$ cat src/rtl/imem_loader.sv
// imem_loader: boot-time loader for the instruction memory write port.
// Accepts a length-prefixed byte stream (first byte = word count N), packs
// each group of four bytes little-endian into a 32-bit word and writes it to
// sequential imem addresses. cpu_hold stays high until the image is complete.
// Optional feature macro: IMEM_LOADER_CHECKSUM_EN. When defined, a trailing
// checksum byte (XOR of every byte, including N) is checked before DONE.
module imem_loader #(
   parameter int ADDR_W    = 5,
   parameter int MAX_WORDS = 32
) (
   input  logic              clk,
   input  logic              reset_n,
   input  logic              start,
   input  logic [7:0]        rx_data,
   input  logic              rx_valid,
   output logic              rx_ready,
   output logic [ADDR_W-1:0] imem_address,
   output logic [31:0]       imem_data_in,
   output logic              imem_rw,
   output logic              cpu_hold,
   output logic              load_done,
   output logic              load_error
);

`ifdef IMEM_LOADER_CHECKSUM_EN
   typedef enum logic [2:0] {
      S_LEN, S_BYTES, S_WRITE, S_DONE, S_ERROR, S_CSUM
   } state_t;
   // After the last word (or N=0) the checksum byte is still outstanding
   localparam state_t S_AFTER_LAST = S_CSUM;
`else
   typedef enum logic [2:0] {
      S_LEN, S_BYTES, S_WRITE, S_DONE, S_ERROR
   } state_t;
   localparam state_t S_AFTER_LAST = S_DONE;
`endif

   // Word count limit in the width of the length byte
   localparam logic [7:0] MAX_N = 8'(MAX_WORDS);

   state_t state_reg, state_next;

   logic [7:0]        n_reg;          // latched word count N
   logic [7:0]        word_idx_reg;   // index of the word being assembled
   logic [1:0]        byte_idx_reg;   // byte position inside the word
   logic [23:0]       asm_word;       // lower three bytes of the word in flight

   logic              rx_ready_reg,     rx_ready_next;
   logic [ADDR_W-1:0] imem_address_reg, imem_address_next;
   logic [31:0]       imem_data_in_reg, imem_data_in_next;
   logic              imem_rw_reg,      imem_rw_next;
   logic              cpu_hold_reg,     cpu_hold_next;
   logic              load_done_reg,    load_done_next;
   logic              load_error_reg,   load_error_next;

   logic              xfer;
   logic              rearm;

   assign xfer  = rx_valid && rx_ready_reg;
   assign rearm = start && ((state_reg == S_DONE) || (state_reg == S_ERROR));

`ifdef IMEM_LOADER_CHECKSUM_EN
   logic [7:0] csum_reg;

   // Running XOR of every accepted byte, starting with the N byte
   always_ff @(posedge clk or negedge reset_n) begin
      if (!reset_n) begin
         csum_reg <= 8'd0;
      end else if (state_reg == S_LEN && xfer) begin
         csum_reg <= rx_data;
      end else if (state_reg == S_BYTES && xfer) begin
         csum_reg <= csum_reg ^ rx_data;
      end else if (rearm) begin
         csum_reg <= 8'd0;
      end
   end
`endif

   // State register
   always_ff @(posedge clk or negedge reset_n) begin
      if (!reset_n) begin
         state_reg <= S_LEN;
      end else begin
         state_reg <= state_next;
      end
   end

   // Next-state decode
   always_comb begin
      state_next = state_reg;
      case (state_reg)
         S_LEN: begin
            if (xfer) begin
               if (rx_data == 8'd0) begin
                  state_next = S_AFTER_LAST;
               end else if (rx_data > MAX_N) begin
                  state_next = S_ERROR;
               end else begin
                  state_next = S_BYTES;
               end
            end
         end
         S_BYTES: begin
            if (xfer && byte_idx_reg == 2'd3) begin
               state_next = S_WRITE;
            end
         end
         S_WRITE: begin
            if (word_idx_reg + 8'd1 == n_reg) begin
               state_next = S_AFTER_LAST;
            end else begin
               state_next = S_BYTES;
            end
         end
`ifdef IMEM_LOADER_CHECKSUM_EN
         S_CSUM: begin
            if (xfer) begin
               state_next = (rx_data == csum_reg) ? S_DONE : S_ERROR;
            end
         end
`endif
         S_DONE, S_ERROR: begin
            if (start) begin
               state_next = S_LEN;
            end
         end
         default: state_next = S_LEN;
      endcase
   end

   // Output decode from the upcoming state, so every output is a register
   always_comb begin
`ifdef IMEM_LOADER_CHECKSUM_EN
      rx_ready_next = (state_next == S_LEN) || (state_next == S_BYTES) ||
                      (state_next == S_CSUM);
`else
      rx_ready_next = (state_next == S_LEN) || (state_next == S_BYTES);
`endif
      imem_rw_next      = (state_next != S_WRITE);
      imem_address_next = imem_address_reg;
      imem_data_in_next = imem_data_in_reg;
      if (state_next == S_WRITE) begin
         // The fourth byte is still on rx_data; it becomes the top byte
         imem_address_next = word_idx_reg[ADDR_W-1:0];
         imem_data_in_next = {rx_data, asm_word};
      end
      cpu_hold_next   = (state_next != S_DONE);
      load_done_next  = (state_next == S_DONE) && (state_reg != S_DONE);
      load_error_next = (state_next == S_ERROR);
   end

   // Output registers
   always_ff @(posedge clk or negedge reset_n) begin
      if (!reset_n) begin
         rx_ready_reg     <= 1'b1;
         imem_address_reg <= '0;
         imem_data_in_reg <= 32'd0;
         imem_rw_reg      <= 1'b1;
         cpu_hold_reg     <= 1'b1;
         load_done_reg    <= 1'b0;
         load_error_reg   <= 1'b0;
      end else begin
         rx_ready_reg     <= rx_ready_next;
         imem_address_reg <= imem_address_next;
         imem_data_in_reg <= imem_data_in_next;
         imem_rw_reg      <= imem_rw_next;
         cpu_hold_reg     <= cpu_hold_next;
         load_done_reg    <= load_done_next;
         load_error_reg   <= load_error_next;
      end
   end

   // Word count, word index and byte index bookkeeping
   always_ff @(posedge clk or negedge reset_n) begin
      if (!reset_n) begin
         n_reg        <= 8'd0;
         word_idx_reg <= 8'd0;
         byte_idx_reg <= 2'd0;
      end else if (state_reg == S_LEN && xfer) begin
         n_reg        <= rx_data;
         word_idx_reg <= 8'd0;
         byte_idx_reg <= 2'd0;
      end else if (state_reg == S_BYTES && xfer) begin
         byte_idx_reg <= byte_idx_reg + 2'd1;
      end else if (state_reg == S_WRITE) begin
         word_idx_reg <= word_idx_reg + 8'd1;
      end else if (rearm) begin
         n_reg        <= 8'd0;
         word_idx_reg <= 8'd0;
         byte_idx_reg <= 2'd0;
      end
   end

   // One capture register per low byte lane; the top byte goes straight
   // from rx_data into the write word
   generate
      for (genvar gi = 0; gi < 3; gi++) begin : g_lane
         logic [7:0] lane_reg;

         // Capture this lane when its byte index is accepted
         always_ff @(posedge clk or negedge reset_n) begin
            if (!reset_n) begin
               lane_reg <= 8'd0;
            end else if (state_reg == S_BYTES && xfer && byte_idx_reg == 2'(gi)) begin
               lane_reg <= rx_data;
            end
         end

         assign asm_word[8*gi +: 8] = lane_reg;
      end
   endgenerate

   assign rx_ready     = rx_ready_reg;
   assign imem_address = imem_address_reg;
   assign imem_data_in = imem_data_in_reg;
   assign imem_rw      = imem_rw_reg;
   assign cpu_hold     = cpu_hold_reg;
   assign load_done    = load_done_reg;
   assign load_error   = load_error_reg;

endmodule

$ cat config.mk
export PLATFORM = sky130hd
export DESIGN_NAME = imem_loader
export DESIGN_NICKNAME = d
export VERILOG_FILES = /design/src/rtl/imem_loader.sv
export SDC_FILE = /design/constraint.sdc
export NUM_CORES = 1
export LEC_CHECK = 0
export BUFFER_PORTS_ARGS = -buffer_cell sky130_fd_sc_hd__buf_4
export CORE_MARGIN = 4
export CORE_UTILIZATION = 40
export CTS_BUF_LIST = sky130_fd_sc_hd__clkbuf_8
export DETAILED_ROUTE_END_ITERATION = 8
export PLACE_DENSITY = 0.69
export SYNTH_ARGS = -nofsm -noshare
export SYNTH_HDL_FRONTEND = slang
export SYNTH_SLANG_ARGS = --single-unit
$ cat constraint.sdc
create_clock -name clk -period 2.8 [get_ports clk]
set_input_delay 0.7 -clock clk [delete_from_list [all_inputs] [get_ports clk]]
set_output_delay 0.7 -clock clk [all_outputs]
set_load 0.005 [all_outputs]
# Word level (Yosys, flattened, before mapping)
# Index checks and enable logic that the tools add are counted.
totals:
  latch_bits: 0
  wordCells: 75
  ram_bits: 0
  n_memories: 0
  rom_bits: 0
  register_bits: 87
  in_bits: 12
classes:
  muxes: 18
  eq_ne: 18
  n_bitwise: 0
  shift: 0
  n_lt_le_gt_ge: 1
  div: 0
  multipliers: 0
  reduce_logical: 22
  n_addsub: 2
op_table:
  columns: ["op", "n"]
  rows:
  - ["8-bit 2-to-1 mux", 7]
  - ["3-bit 2-to-1 mux", 5]
  - ["3-bit by 2-bit == test with 1-bit output (second input constant)", 4]
  - ["3-bit one-hot mux with 4 select lines", 1]
  - ["2-bit 2-to-1 mux", 5]
  - ["1-bit logical AND", 9]
  - ["3-bit by 2-bit != test with 1-bit output (second input constant)", 3]
  - ["8-bit by 1-bit adder with 8-bit output (second input constant)", 1]
  - ["8-bit == test", 1]
  - ["8-bit by 6-bit greater-than comparator with 1-bit output (second input constant)", 1]
  - ["8-bit logical NOT", 1]
  - ["3-bit by 1-bit == test with 1-bit output (second input constant)", 2]
  - ["3-bit == test (second input constant)", 2]
  - ["3-bit logical NOT", 2]
  - ["3-bit nonzero test", 2]
  - ["2-bit == test (second input constant)", 2]
  - ["2-bit != test (second input constant)", 2]
  - ["2-bit AND reduction", 2]
  - ["3-bit != test (second input constant)", 1]
  - ["3-bit AND reduction", 1]
  - ["2-bit by 1-bit adder with 2-bit output (second input constant)", 1]
  - ["2-bit by 1-bit == test with 1-bit output (second input constant)", 1]
  - ["2-bit logical NOT", 1]
  - ["1-bit logical OR", 2]
  - ["2 further kinds", 2]

# Longest topological paths before layout
logic_depth:
  word_depth: 7
  depth_mapped: 7

# Least setup slack after synthesis
# Ideal clock, no wire load.
synth_path:
  path_type: "input -> register"
  start: "input port rx_valid"
  end: "register imem_data_in_reg[10], in the netlist imem_data_in[10]"
  cell_stages: 5
  arrival_ns: 1.609
  slack_ns: 1.066
  setup_ns: 0.125
  path_cell_list: "nand3b_4 -> nor3_2 -> buf_4 -> buf_4 -> mux2_2"
synth_via:
  elab_chain_len: 5
  word_cells_on_any_way: 6
synth_rtl:
  columns: ["item", "line_no", "text"]
  rows:
  - ["start, declared", "15", "input logic rx_valid,"]
  - ["1-bit logical AND (*)", "59", "assign xfer = rx_valid && rx_ready_reg;"]
  - ["1-bit logical AND", "104", "if (xfer && byte_idx_reg == 2'd3) begin"]
  - ["3-bit 2-to-1 mux", "104", null]
  - ["3-bit one-hot mux with 4 select lines (*)", "91", "case (state_reg)"]
  - ["3-bit by 2-bit == test with 1-bit output (*)", "142", "if (state_next == S_WRITE) begin"]
  - ["end signal, assigned", "165", "imem_data_in_reg <= imem_data_in_next;"]
  - ["end, declared", "50", "logic [31:0] imem_data_in_reg, imem_data_in_next;"]
# Mark *: on every way between the ends. The rest lies on a longest branch, timed or not.
# A chain may end at the register's enable or synchronous reset.

# Worst setup path in the final report
layout_path:
  start: "register word_idx_reg[0]"
  end: "register load_done_reg, in the netlist load_done"
layout_via:
  elab_chain_len: 6
layout_rtl:
  columns: ["item", "line_no", "text"]
  rows:
  - ["start, declared", "44", "logic [7:0] word_idx_reg;"]
  - ["start signal, assigned", "186", "word_idx_reg <= word_idx_reg + 8'd1;"]
  - ["8-bit by 1-bit adder with 8-bit output", "109", "if (word_idx_reg + 8'd1 == n_reg) begin"]
  - ["8-bit == test", "109", null]
  - ["2-bit 2-to-1 mux", "109", null]
  - ["3-bit one-hot mux with 4 select lines", "91", null]
  - ["3-bit by 2-bit == test with 1-bit output", "148", "load_done_next = (state_next == S_DONE) && (state_reg != S_DONE);"]
  - ["1-bit logical AND", "148", null]
  - ["named net load_done_next", "53", "logic load_done_reg, load_done_next;"]
  - ["end signal, assigned", "168", "load_done_reg <= load_done_next;"]
  - ["end, declared", "53", null]
# The timed path passes the listed nets, and every way through them passes these cells.

==> flow_metrics.env <==
export IMPL_outcome="complete, no violations"
export IMPL_drv_cap=0
export IMPL_post_cts_buffers=0
export IMPL_relSlewSlack=0.631
export IMPL_cp_end_kind="register"
export IMPL_drive_gt1_frac=0.425
export IMPL_h_tree_depth=3
export IMPL_met3_usage=0.0325
export IMPL_routabilityCongestion=0.798
export IMPL_syn_nets=304
export IMPL_hold_ws_ps=320
export IMPL_synthDominantCellAreaShare=0.553
export IMPL_cellPowerDensity_mw_per_mm2=709
export IMPL_synth_cell_types=48
export IMPL_vdd_drop_max_mv=0.454
export IMPL_yosysTopAreaCell="dfrtp_1"
export IMPL_synth_compound_area_frac=0.0833
export IMPL_cts_sinks=87
export IMPL_routedWlPerCell_um=16.3
export IMPL_crit_fanout=9
export IMPL_synth_async_reset_ratio=1.00
export IMPL_p_leak_uw=0.00224
export IMPL_post_cts_resized=0
export IMPL_startpoint_type="register"
export IMPL_yosys_register_bits=87
export IMPL_ant_nets=0
export IMPL_drt_iter0_drc=77
export IMPL_coreArea_mm2=0.00924
export IMPL_synth_top_cells_by_count="dfrtp_1 (84), mux2_2 (60), nand2_1 (21), o21ai_0 (12), nor2_1 (10)"
export IMPL_ctsHoldBuffers=0
export IMPL_die_area_mm2=0.0111
export IMPL_use_met2=0.234
export IMPL_cp_cell_sequence="ha_1 -> nand3_1 -> nor2_1 -> xnor2_1 -> o2111ai_1 -> a22oi_2"
export IMPL_cts_tree="built"
export IMPL_die_y_um=105
export IMPL_grt_pass1_vias=2509
export IMPL_finClkSkew_ps=9.95
export IMPL_initial_utilization=0.411
export IMPL_yosys_mux_area_fraction=0.181
export IMPL_num_vias=2440
export IMPL_fin_crit_ps=1920
export IMPL_switching_power_uw=929
export IMPL_drc=0
export IMPL_p_int_uw=2280
export IMPL_fp_dieW_um=105
export IMPL_slowest_delay_ps=530
export IMPL_grt_overflow=0
export IMPL_vias_per_cell=5.12
export IMPL_finalSetupTns_ps=0
export IMPL_drtPass1Iterations=4
export IMPL_synthFlopType="dfrtp_1"
export IMPL_grt_pass1_wl_mm=12.9
export IMPL_synthXorXnorAreaFrac=0.0254
export IMPL_track_usage=0.147
export IMPL_clock_fmax_ghz=0.521
export IMPL_ys_top_cells_by_area="dfrtp_1 (55%), mux2_2 (18%), dfstp_2 (2.1%), nand2_1 (2.1%), a22o_1 (1.8%)"
export IMPL_synth_top_family_by_area="multiplexers"
export IMPL_hold_path_class="primary input to async pin"
export IMPL_worst_r2r_path_depth=6
export IMPL_finalMaxSlewViolations=0
export IMPL_busiest_layer="met2"
export IMPL_critPathSlowestCell="dfrtp_1"
export IMPL_crit_arrival_ps=2190
export IMPL_syn_area_mm2=0.00380
export IMPL_clkLatencyLatePin_ps=350
export IMPL_synth_area_per_cell_um2=13.2
export IMPL_final_nets=360
export IMPL_yosysWarnings=0
export IMPL_cts_buffer_depth=2
export IMPL_synth_most_common_cell="dfrtp_1"
export IMPL_synth_fa_ha_area_frac=0.0165
export IMPL_worst_pin_slew_ps=550
export IMPL_use_met1=0.194
export IMPL_num_rows=35
export IMPL_synth_edf_count=0
export IMPL_power_share_sequential=0.522
export IMPL_cts_buffers=9
export IMPL_setup_viol=0
export IMPL_grt_max_degree=43
export IMPL_p_clk_frac=0.280
export IMPL_combinationalPowerShare=0.198
export IMPL_seq_area_frac_synth=0.574
export IMPL_area_growth_pct=19.2
export IMPL_rsz0062_at_grt="no"
export IMPL_diodes=0
export IMPL_switching_share=0.289
export IMPL_worst_ep_required_time_ps=3070
export IMPL_clock_root_buffer="clkbuf_8"
export IMPL_period_share=0.686
export IMPL_syn_inst=287
export IMPL_io_pins=54
export IMPL_final_core_util=0.490
export IMPL_clk_pin_slew_ps=90
export IMPL_worstSetupPathType="register to register"
export IMPL_largest_reg_flops=32
export IMPL_hold_viol_final=0
export IMPL_dpl_hpwl_mm=5.48
export IMPL_antenna_found_initial=0
export IMPL_synth_simple_gate_area_frac=0.0922
export IMPL_wirelength_mm=7.78
export IMPL_portBuffers=53
-- power groups by stage --
| stage | combinational, µW | sequential, µW | clock (µW) |
|---|---|---|---|
| 5_1_grt | 708 | 1710 | 968 |
| 4_1_cts | 644 | 1680 | 917 |
| 3_3_place_gp | 619 | 1690 | 0 |
| 3_5_place_dp | 640 | 1700 | 0 |
| 2_1_floorplan | 495 | 1620 | 0 |
| 6_report | 635 | 1680 | 898 |
-- cell type report --
type                            instances  area, µm²
Clock buffer                           10        138
Clock inverter                          6       68.8
Fill cell                             812       4710
Inverter                                7       26.3
Multi-Input combinational cell        180       1520
Sequential cell                        87       2180
Tap cell                              129        161
Timing Repair Buffer                   58        435
-- logic make-up (layout without fill, tap and decap cells) --
group	count (synthesis)	in the layout
buffers and inverters	20	81
and+or+nand+nor	60	60
muxes	61	61
xor gates and xnor gates	11	11
adders and majority gates	5	5
AOI/OAI and AO/OA	43	43
DFF	87	87
-- per-stage QoR --
step	area (µm²)	total power, µW	std cells	worst slack (ps)
6_report	4530	3210	477	879
4_1_cts	4530	3240	477	862
5_1_grt	4530	3390	477	726
3_3_place_gp	4320	2310	461	807
2_1_floorplan	3800	2120	287	1070
3_5_place_dp	4320	2340	461	782
-- path summary, 6_finish.rpt --
path                                       start  slack, ps               endpoint
min in group clk           g_lane[1].lane_reg[1]        500  g_lane[1].lane_reg[1]
max in group asynchronous                reset_n       1780               cpu_hold
hold / removal                           reset_n        320       imem_data_in[29]
setup / recovery                 word_idx_reg[0]        880              load_done
hold reg to reg            g_lane[1].lane_reg[1]        500  g_lane[1].lane_reg[1]
setup reg to reg                 word_idx_reg[0]        880              load_done
-- layout by cell type (no fill, tap or decap), drive strengths merged, types with 2 or more instances in the layout --
| cell type | netlist | layout |
|---|---|---|
| inv | 7 | 8 |
| nand2 | 21 | 21 |
| dfrtp | 84 | 84 |
| a21o | 2 | 2 |
| nor2 | 11 | 11 |
| a21oi | 2 | 2 |
| o31ai | 4 | 4 |
| a211oi | 3 | 3 |
| nand3b | 2 | 2 |
| clkbuf | 0 | 10 |
| xor2 | 5 | 5 |
| a22o | 8 | 8 |
| xnor2 | 6 | 6 |
| ha | 5 | 5 |
| dfstp | 3 | 3 |
| nor3 | 5 | 5 |
| or2 | 2 | 2 |
| and2 | 2 | 2 |
| nand2b | 2 | 2 |
| nand3 | 6 | 6 |
| clkinv | 0 | 3 |
| nor4 | 3 | 3 |
| and3 | 3 | 3 |
| buf | 13 | 58 |
| mux2 | 61 | 61 |
| o21ai | 13 | 13 |
| a31oi | 2 | 2 |
-- per-layer routing --
| metal | wire length, µm | vias up | part of all wire |
|---|---|---|---|
| li1 | - | 1145 | - |
| met1 | 3550 | 1222 | 0.46 |
| met2 | 3730 | 60 | 0.48 |
| met3 | 358 | 13 | 0.046 |
| met4 | 136 | 0 | 0.017 |
| met5 | 0 | - | 0 |
-- critical path: cells and delay by family, from the launching register on --
kind            cells  cell delay (ps)
fa+ha+maj           1              290
flops               1              530
compound gates      2              400
xor+xnor            1              190
simple gates        2              430
Note: power is estimated with default switching activity, not from simulation.
